`config.mk`:
```
export PLATFORM = sky130hd
export DESIGN_NAME = alu_input_sequencer
export DESIGN_NICKNAME = d
export VERILOG_FILES = /design/src/rtl/alu_input_sequencer.sv
export SDC_FILE = /design/constraint.sdc
export NUM_CORES = 1
export LEC_CHECK = 0
export CORE_MARGIN = 2
export CORE_UTILIZATION = 40
export CTS_CLUSTER_SIZE = 14
export DETAILED_ROUTE_END_ITERATION = 6
export DONT_BUFFER_PORTS = 1
export PLACE_DENSITY = 0.57
export SLEW_MARGIN = 40
export SYNTH_ARGS = -nofsm -noshare
export SYNTH_HDL_FRONTEND = slang
export SYNTH_SLANG_ARGS = --single-unit
```
`constraint.sdc`:
```
create_clock -name clk -period 4.16 [get_ports clk]
set_input_delay 0.624 -clock clk [delete_from_list [all_inputs] [get_ports clk]]
set_output_delay 0.624 -clock clk [all_outputs]
set_load 0.01 [all_outputs]
```
`src/rtl/alu_input_sequencer.sv`:
```
// Loads ALU operand A, operand B and opcode from a shared switch bus on
// successive debounced button presses, then latches the ALU result.
module alu_input_sequencer #(
    parameter int unsigned NB_DATA         = 8,
    parameter int unsigned NB_OP           = 6,
    parameter int unsigned DEBOUNCE_CYCLES = 4
) (
    input  logic               clk,
    input  logic               rst_n,
    input  logic [NB_DATA-1:0] sw_data,
    input  logic               btn_load,
    input  logic [NB_DATA-1:0] alu_out,
    output logic [NB_DATA-1:0] dato_a,
    output logic [NB_DATA-1:0] dato_b,
    output logic [NB_OP-1:0]   opcode,
    output logic [NB_DATA-1:0] result,
    output logic               result_valid,
    output logic [1:0]         state
);

    // Counter only needs to hold 0 .. DEBOUNCE_CYCLES-1
    localparam int unsigned CNT_W = (DEBOUNCE_CYCLES > 1) ? $clog2(DEBOUNCE_CYCLES) : 1;
    localparam logic [CNT_W-1:0] CNT_LAST = CNT_W'(DEBOUNCE_CYCLES - 1);

    typedef enum logic [1:0] {
        S_A    = 2'b00,
        S_B    = 2'b01,
        S_OP   = 2'b10,
        S_EXEC = 2'b11
    } state_t;

    logic             s_meta;
    logic             s;
    logic             d;
    logic             d_q;
    logic [CNT_W-1:0] cnt;
    logic             load_pulse;

    state_t             state_q;
    state_t             state_d;
    logic [NB_DATA-1:0] dato_a_d;
    logic [NB_DATA-1:0] dato_b_d;
    logic [NB_OP-1:0]   opcode_d;
    logic [NB_DATA-1:0] result_d;
    logic               result_valid_d;

    // Two-flop synchronizer for the raw button
    always_ff @(posedge clk or negedge rst_n) begin
        if (!rst_n) begin
            s_meta <= 1'b0;
            s      <= 1'b0;
        end else begin
            s_meta <= btn_load;
            s      <= s_meta;
        end
    end

    // Debouncer: accept a level change only after it has been stable long enough
    always_ff @(posedge clk or negedge rst_n) begin
        if (!rst_n) begin
            d   <= 1'b0;
            d_q <= 1'b0;
            cnt <= '0;
        end else begin
            d_q <= d;
            if (s != d) begin
                if (cnt == CNT_LAST) begin
                    d   <= s;
                    cnt <= '0;
                end else begin
                    cnt <= cnt + CNT_W'(1);
                end
            end else begin
                cnt <= '0;
            end
        end
    end

    assign load_pulse = d & ~d_q;

    // State and capture registers
    always_ff @(posedge clk or negedge rst_n) begin
        if (!rst_n) begin
            state_q      <= S_A;
            dato_a       <= '0;
            dato_b       <= '0;
            opcode       <= '0;
            result       <= '0;
            result_valid <= 1'b0;
        end else begin
            state_q      <= state_d;
            dato_a       <= dato_a_d;
            dato_b       <= dato_b_d;
            opcode       <= opcode_d;
            result       <= result_d;
            result_valid <= result_valid_d;
        end
    end

    // Next-state and capture decisions; everything holds by default
    always_comb begin
        state_d        = state_q;
        dato_a_d       = dato_a;
        dato_b_d       = dato_b;
        opcode_d       = opcode;
        result_d       = result;
        result_valid_d = result_valid;
        case (state_q)
            S_A: begin
                if (load_pulse) begin
                    dato_a_d       = sw_data;
                    result_valid_d = 1'b0;
                    state_d        = S_B;
                end
            end
            S_B: begin
                if (load_pulse) begin
                    dato_b_d = sw_data;
                    state_d  = S_OP;
                end
            end
            S_OP: begin
                if (load_pulse) begin
                    opcode_d = sw_data[NB_OP-1:0];
                    state_d  = S_EXEC;
                end
            end
            S_EXEC: begin
                result_d       = alu_out;
                result_valid_d = 1'b1;
                state_d        = S_A;
            end
            default: state_d = S_A;
        endcase
    end

    assign state = state_q;

endmodule
```
==> results of run 1 <==
-- how the worst max path moves through the flow --
stage | startpoint | to | slack (ps)
final | state[0]$_DFFE_PN0P_ | dato_a[5]$_DFFE_PN0P_ | 2450
after global routing | state[0]$_DFFE_PN0P_ | dato_a[7]$_DFFE_PN0P_ | 2320
after CTS | state[0]$_DFFE_PN0P_ | dato_a[5]$_DFFE_PN0P_ | 2400
after detailed placement | state[0]$_DFFE_PN0P_ | dato_a[5]$_DFFE_PN0P_ | 2400
after global placement | state[0]$_DFFE_PN0P_ | dato_a[7]$_DFFE_PN0P_ | 2520
after floorplan | state[0]$_DFFE_PN0P_ | dato_a[0]$_DFFE_PN0P_ | 2650
-- through the flow --
step / instances / hold WS [ps]
after global placement: 143 / 330
after CTS: 151 / 20.5
after floorplan: 97 / 328
after detailed placement: 143 / 329
final: 151 / 28.5
after global routing: 151 / 8.49
-- cells by family (layout without fill, tap and decap cells) --
kind of cell / count (synthesis) / in the layout / synth area share (%)
flops: 39 / 39 / 63.9
buf+inv: 4 / 10 / 1.31
fa+ha+maj: 6 / 6 / 4.91
compound gates: 5 / 5 / 2.05
mux: 31 / 31 / 22.8
simple gates: 11 / 11 / 4.42
xor+xnor: 1 / 1 / 0.573
-- synth_stat cells --
library cell  instances
o21ai_0               2
mux2_2               17
and2b_1               1
nor2b_1               1
nor3b_1               1
nor3_1                2
nand2_2               1
dfrtp_1              39
o31a_1                1
ha_1                  6
a21oi_1               1
buf_4                 1
nand3b_1              1
xnor2_1               1
nor2_1                3
o31ai_1               1
nand2_4               1
buf_2                 1
inv_1                 2
mux2_1               14
-- sequential cells by signal, indices dropped and copies added (netlist names) --
signal        cells
cnt               2
result            8
d_q               1
dato_a            8
s_meta            1
opcode            6
state             2
dato_b            8
d                 1
result_valid      1
s                 1
-- layer usage --
metal	vias up	GRT usage, %	part of all wire, %
li1	350	-	-
met1	386	16.6	42
met2	31	18.3	45
met3	7	6.98	11
met4	0	6.25	1.8
met5	-	0	0
-- critical path: stages, from the launching register on --
cell	delay (ps)
dfrtp_1	460
inv_1	130
ha_1	260
nand3b_1	360
mux2_2	390
-- final cells by class --
class | instances | area share [%]
clock buffers | 7 | 4.61
clock inverters | 1 | 0.302
inverters | 2 | 0.453
multi-input cells | 54 | 32.1
flip-flops and latches | 39 | 58.9
well taps | 48 | 3.63
-- power groups by stage --
| stage | combinational (mW) | sequential, mW | clock (mW) |
|---|---|---|---|
| 3_3_place_gp | 0.337 | 0.787 | 0 |
| 3_5_place_dp | 0.359 | 0.791 | 0 |
| 4_1_cts | 0.360 | 0.786 | 0.246 |
| 6_report | 0.352 | 0.779 | 0.235 |
| 5_1_grt | 0.399 | 0.805 | 0.269 |
| 2_1_floorplan | 0.315 | 0.745 | 0 |
==> results.toml, run 1 <==
[cts]
hold_buffers = 0
cts_inserted_buffers = 5
cts_root_buf = "clkbuf_8"
clk_pin_slew_worst_paths_ps = 80
ctsHtreeMaxLevel = 2
clock_path_buffers = 2
clock-sinks = 39
clk_latency_ps = 280
post_cts_buffers = 0
cts-resized-gates = 0
cts_tree = "built"

[worst_setup_path]
crit_type = "flip-flop to flip-flop"
cp.required_ps = 4320
r2r_slack_ps = 2450
r2r-start = "state[0]$_DFFE_PN0P_"
r2r-end = "dato_a[5]$_DFFE_PN0P_"
end_kind = "flip-flop"
reg2reg_depth = 4
arrival_ps = 1870
startpoint_type = "flip-flop"
crit_fanout = 9

[yosys]
synthTopCellsByArea = "dfrtp_1 64%, mux2_2 13%, mux2_1 10%, ha_1 4.9%, nand2_4 0.74%"
ys_warn_count = 0
yosysTopAreaCellShare_pct = 63.9
syn_area_mm2 = 0.00153
yosys.area.top_type = "dfrtp_1"
synth_fp_nets = 122
postSynthAreaPerCell_um2 = 15.7
ys_ff_latch = 39
ys_seq_area_share_pct = 63.9
synthDistinctLibCells = 20
syn_inst = 97

[grt]
grt_antenna_before_repair = 0
grt_start_max_net_pins = 40
grt_pass1_wl_um = 4130
grt_util_all_layers_pct = 13.1
grt_overflow = 0
grt_pass1_vias = 824

[run]
drv_cap = 0

[power]
p_sw_mw = 0.479
swShare_pct = 35.1
p_total_mw = 1.37
pwr-share-clk_pct = 17.2
ir_drop_mv = 0.390
p_int_mw = 0.886
power.static_leakage_nw = 0.724
power.density_mw_per_mm2 = 824
comb_power_share_pct = 25.8
seqPwrFrac_pct = 57.0

[die]
fp.dieH_um = 65.8
start_util_pct = 41.7
dieArea_mm2 = 0.00433
die_w_um = 65.8
ios = 52
rows = 22
core_area_mm2 = 0.00366

[timing]
hold_viol = 0
tns_ps = 0
slew-limit-headroom_pct = 70.8
report.final.slew_viol_count = 0
skew_ps = 9.38
period_share_pct = 41.1
setup_viol = 0
rsz0062_at_grt = "false"
period_minus_slack_ps = 1710
fmax_mhz = 586
tightest_slew_ps = 437
setup_ws_ps = 2450

[place]
hpwl_um = 1780
portBuffers = 0
gp_congestion = 0.652
place_area_mm2 = 0.00158
place_ws_ps = 2400

[finish]
layout_common_cells = "39 x dfrtp_1, 17 x mux2_2, 14 x mux2_1, 6 x ha_1, 5 x clkbuf_8"
fin_nets = 127
design_area_mm2 = 0.00166
fillers = 317
diodes = 0
final_core_util_pct = 45.2
final_common_cell = "dfrtp_1"
multi_input_area_um2 = 532
synthToLayoutAreaGrowth_pct = 8.44
register_area_um2 = 976
drive_above_1_share_pct = 24.3

[outcome]
status = "finished clean"

[routing]
first_pass_iters = 2
drt-total-wl_um = 2500
vias = 774
drc = 0
routedWlPerCell_um = 16.6
ant_nets = 0
viasPerCell = 5.13
drtIter0Drc = 24

[worst_hold_path]
min_path_type = "input pin to asynchronous set/reset pin"
No activity file was read; power rests on OpenSTA's default activity.
==> run 2: changes to the inputs <==
--- a/config.mk
+++ b/config.mk
@@ -10,7 +10,7 @@
 export CTS_CLUSTER_SIZE = 14
 export DETAILED_ROUTE_END_ITERATION = 6
 export DONT_BUFFER_PORTS = 1
-export PLACE_DENSITY = 0.57
+export PLACE_DENSITY = 0.59
 export SLEW_MARGIN = 40
 export SYNTH_ARGS = -nofsm -noshare
 export SYNTH_HDL_FRONTEND = slang
==> constraint.sdc (replaced) <==
create_clock -name clk -period 1.45 [get_ports clk]
set_input_delay 0.2175 -clock clk [delete_from_list [all_inputs] [get_ports clk]]
set_output_delay 0.2175 -clock clk [all_outputs]
set_load 0.01 [all_outputs]
==> run 2 against run 1 <==
  * Die area unchanged
  * Clock-buffer cell count did not move
  * Core utilization increased by 3.7 points
  * Non-clock buffer count grew 11
  * Register-to-register slack worse by 2400 ps
  * Sequential cell count stayed put
  * Wire length grew 7.4%
  * Maximum frequency rose by 22%
==> results.toml, run 2 (synthesized netlist as in run 1, its figures left out) <==
[routing]
drtIter0Drc = 43
viasPerCell = 5.17
drt-total-wl_um = 2690
drc = 0
ant_nets = 0
routedWlPerCell_um = 16.6
vias = 837
first_pass_iters = 2

[power]
p_sw_mw = 1.48
p_int_mw = 2.72
pwr-share-clk_pct = 16.1
power.static_leakage_nw = 0.790
ir_drop_mv = 0.875
comb_power_share_pct = 31.4
seqPwrFrac_pct = 52.5
power.density_mw_per_mm2 = 2340
swShare_pct = 35.2

[die]
start_util_pct = 41.7
dieArea_mm2 = 0.00433
ios = 52
rows = 22
fp.dieH_um = 65.8
die_w_um = 65.8
core_area_mm2 = 0.00366

[place]
portBuffers = 0
place_ws_ps = 41.9
place_area_mm2 = 0.00162
gp_congestion = 0.616
dp_cells = 149
hpwl_um = 1920

[finish]
instances_no_fill = 162
layout_common_cells = "38 x dfrtp_1, 17 x mux2_2, 14 x mux2_1, 6 x buf_4, 5 x clkbuf_8"
fin_nets = 138
fillers = 324
design_area_mm2 = 0.00179
synthToLayoutAreaGrowth_pct = 17.3
register_area_um2 = 977
final_common_cell = "dfrtp_1"
final_core_util_pct = 48.9
drive_above_1_share_pct = 36.0
multi_input_area_um2 = 558
reg_top3 = "dato_a: 8 flops, dato_b: 8 flops, result: 8 flops"
diodes = 0

[timing]
slew-limit-headroom_pct = 72.6
skew_ps = 2.72
report.final.slew_viol_count = 0
fmax_mhz = 716
hold_viol = 0
tightest_slew_ps = 411
setup_ws_ps = 54.0
tns_ps = 0
period_share_pct = 96.3
period_minus_slack_ps = 1400
setup_viol = 0

[grt]
grt_pass1_wl_um = 4150
grt_pass1_vias = 885
grt_antenna_before_repair = 0
grt_start_max_net_pins = 40
grt_util_all_layers_pct = 13.4
grt_overflow = 0

[worst_hold_path]
min_path_type = "input pin to flip-flop"

[cts]
clock_path_buffers = 2
cts_tree = "built"
cts_inserted_buffers = 5
clk_pin_slew_worst_paths_ps = 70
ctsHtreeMaxLevel = 2
clk_latency_ps = 280
clock-sinks = 39
cts_root_buf = "clkbuf_8"

[worst_setup_path]
startpoint_type = "flip-flop"
end_kind = "flip-flop"
crit_type = "flip-flop to flip-flop"
arrival_ps = 1560
crit_fanout = 5
cp.required_ps = 1620

[run]
drv_cap = 0

[outcome]
status = "finished clean"
-- run 2: cell count changes in the layout (fill, tap and decap cells not counted), moves of 2 or more --
cell,change
dlygate4sd3_1,+2
buf_6,+2
ha_1,-2
inv_1,-2
inv_2,+2
buf_4,+6
-- run 2: power groups by stage --
stage | clock (mW) | sequential, mW | combinational (mW)
after global routing | 0.762 | 2.28 | 1.47
final | 0.674 | 2.20 | 1.32
after CTS | 0.715 | 2.22 | 1.22
after floorplan | 0 | 2.15 | 0.905
after global placement | 0 | 2.22 | 1.11
after detailed placement | 0 | 2.25 | 1.18
-- run 2: what timing repair did --
action / 4_1_cts / 5_1_grt
resized for setup: 0 / 8
endpoints found under the setup margin: 0 / 17
hold buffers: 3 / 0
buffers inserted: 0 / 2
endpoints found under the hold margin: 40 / 0
-- run 2: routing by layer --
layer	track usage [%]	part of all wire, %	vias to the layer above
li1	-	-	370
met3	7.16	9.6	5
met1	14.9	38	427
met2	20.8	51	35
met5	0	0	-
met4	7.03	1.5	0
-- run 2: area by class of cell --
cell class,instances,area share [%]
Clock inverter,1,0.279
Inverter,2,0.419
Multi-Input combinational cell,54,31.1
Sequential cell,39,54.5
Tap cell,48,3.35
Clock buffer,7,4.26
Timing Repair Buffer,11,6.01
-- run 2: path summary, 6_finish.rpt --
kind,end,slack (ps),startpoint,cells past startpoint
max,dato_a[2]$_DFFE_PN0P_,50,state[1]$_DFFE_PN0P_,5
min,opcode[1]$_DFFE_PN0P_,60,sw_data[1],1
max reg2reg,dato_a[2]$_DFFE_PN0P_,50,state[1]$_DFFE_PN0P_,5
min reg2reg,s$_DFF_PN0_,350,s_meta$_DFF_PN0_,0
max in group asynchronous,state[0]$_DFFE_PN0P_,870,rst_n,2
min in group asynchronous,result[0]$_DFFE_PN0P_,390,rst_n,2
-- run 2: worst max-delay path, stage by stage (launching register included) --
cell	delay (ps)
dfrtp_1	420
inv_2	90
ha_4	170
nand3b_1	130
buf_6	140
mux2_2	330
-- run 2: stage by stage --
stage | power (mW) | hold slack, ps
final | 4.20 | 61.0
after global routing | 4.51 | 50.4
after CTS | 4.15 | 49.7
after detailed placement | 3.42 | -77.3
after global placement | 3.34 | -77.3
after floorplan | 3.05 | -78.1
==> run 3: changes to the inputs <==
--- a/config.mk
+++ b/config.mk
@@ -11,6 +11,7 @@
 export DETAILED_ROUTE_END_ITERATION = 6
 export DONT_BUFFER_PORTS = 1
 export PLACE_DENSITY = 0.59
+export SETUP_SLACK_MARGIN = 0.05
 export SLEW_MARGIN = 40
 export SYNTH_ARGS = -nofsm -noshare
 export SYNTH_HDL_FRONTEND = slang
==> constraint.sdc (replaced) <==
create_clock -name clk -period 1.25 [get_ports clk]
set_input_delay 0.1875 -clock clk [delete_from_list [all_inputs] [get_ports clk]]
set_output_delay 0.1875 -clock clk [all_outputs]
set_load 0.01 [all_outputs]
==> run 3 against run 2 <==
  * The run now ends with setup timing left
  * Maximum frequency up 3.4%
  * Sequential share of layout area down 2.0 points
  * Cell count up 2.5%
  * Worst setup slack worse by 150 ps
  * Register-to-register slack worse by 150 ps
  * Wire length up 2.5%
  * Total power up 23%
  * Sequential power up 17%
  * Clock-buffer cell count unchanged
  * Critical path depth unchanged
  * Core utilization up 1.9 points
  * Critical path type unchanged
==> results.toml, run 3 (synthesized netlist as in run 1, its figures left out) <==
[die]
rows = 22
ios = 52
core_area_mm2 = 0.00366
dieArea_mm2 = 0.00433
die_w_um = 65.8
fp.dieH_um = 65.8
start_util_pct = 41.7

[power]
power.density_mw_per_mm2 = 2760
pwr-share-clk_pct = 15.1
seqPwrFrac_pct = 50.2
p_sw_mw = 1.80
swShare_pct = 35.0
comb_power_share_pct = 34.7
ir_drop_mv = 1.06
p_int_mw = 3.34
power.static_leakage_nw = 0.835

[grt]
grt_start_max_net_pins = 40
grt_util_all_layers_pct = 14.7
grt_pass1_vias = 969
grt_pass1_wl_um = 4560
grt_antenna_before_repair = 0
grt_overflow = 0

[place]
portBuffers = 0
hpwl_um = 1930
gp_congestion = 0.845
place_ws_ps = -121

[timing]
period_share_pct = 108
slew-limit-headroom_pct = 83.5
fmax_mhz = 740
rsz0062_at_grt = "true"
skew_ps = 4.83
setup_ws_ps = -101
tightest_slew_ps = 246
hold_viol = 0
tns_ps = -2020
period_minus_slack_ps = 1350
setup_viol = 32
report.final.slew_viol_count = 0

[finish]
register_area_um2 = 978
layout_common_cells = "37 x dfrtp_1, 14 x mux2_1, 12 x mux2_2, 11 x buf_4"
fin_nets = 143
final_common_cell = "dfrtp_1"
synthToLayoutAreaGrowth_pct = 21.9
diodes = 0
drive_above_1_share_pct = 39.8
fillers = 310
multi_input_area_um2 = 591
reg_top3 = "dato_a: 8 flops, dato_b: 8 flops, result: 8 flops"

[worst_setup_path]
startpoint_type = "flip-flop"
crit_fanout = 5
arrival_ps = 1520
crit_type = "flip-flop to flip-flop"
end_kind = "flip-flop"
cp.required_ps = 1420
reg2reg_depth = 5

[cts]
clock-sinks = 39
clock_path_buffers = 2
cts_root_buf = "clkbuf_8"
clk_latency_ps = 290
clk_pin_slew_worst_paths_ps = 70
cts_inserted_buffers = 5
cts_tree = "built"
ctsHtreeMaxLevel = 2

[routing]
routedWlPerCell_um = 16.6
first_pass_iters = 4
drc = 0
vias = 842
drtIter0Drc = 44
ant_nets = 0
viasPerCell = 5.07
drt-total-wl_um = 2750

[run]
drv_cap = 0

[worst_hold_path]
min_path_type = "input pin to flip-flop"
hold-path-cell-count = 1

[outcome]
violations = "setup timing"
status = "finished, violations left"
## run 3: what timing repair did
action,in CTS,in global routing
endpoints found under the hold margin,40,0
setup buffers,2,2
resized for setup,6,10
pin swaps,0,2
endpoints found under the setup margin,33,34
hold buffers,3,0
## run 3: worst max-delay path: stages, from the launching register on
cell and delay (ps):
dfrtp_2 450, inv_4 80, ha_4 120, nand3b_1 120, buf_6 170, mux2_4 290
## run 3: layout make-up
cell class / instances / area share (%)
Sequential cell: 39 / 52.5
Tap cell: 48 / 3.22
Multi-Input combinational cell: 54 / 31.7
Timing Repair Buffer: 16 / 7.79
Clock buffer: 7 / 4.10
Inverter: 2 / 0.672
## run 3: power by group through the flow
stage	registers (mW)	clock network, mW	logic (mW)
2_1_floorplan	2.49	0	1.10
3_3_place_gp	2.59	0	1.41
3_5_place_dp	2.61	0	1.49
4_1_cts	2.60	0.812	1.64
5_1_grt	2.66	0.882	1.99
6_report	2.58	0.777	1.79
## run 3: final timing paths
check | from | endpoint | slack (ps)
max reg2reg | state[0]$_DFFE_PN0P_ | dato_a[2]$_DFFE_PN0P_ | -100
max in group asynchronous | rst_n | state[1]$_DFFE_PN0P_ | 690
min reg2reg | s_meta$_DFF_PN0_ | s$_DFF_PN0_ | 350
min in group asynchronous | rst_n | d$_DFFE_PN0P_ | 360
min | sw_data[4] | dato_b[4]$_DFFE_PN0P_ | 30
max | state[0]$_DFFE_PN0P_ | dato_a[2]$_DFFE_PN0P_ | -100
## run 3: per-layer routing
metal / global-route usage, % / vias up / wire [µm]
met5: 0 / - / 0
met4: 7.81 / 0 / 68
met3: 9.37 / 8 / 249
met2: 22.0 / 30 / 1330
met1: 16.0 / 429 / 1100
li1: - / 375 / -
## run 3: through the flow
stage / utilization, % / instance area, µm² / hold slack (ps) / cells / total power, mW
after floorplan: - / 1550 / -108 / 97 / 3.59
after global placement: 45.4 / 1660 / -107 / 152 / 4.00
after detailed placement: 45.4 / 1660 / -107 / 152 / 4.10
after CTS: 49.6 / 1820 / 18.0 / 164 / 5.04
after global routing: 50.9 / 1860 / 14.3 / 166 / 5.54
final: 50.9 / 1860 / 26.9 / 166 / 5.14
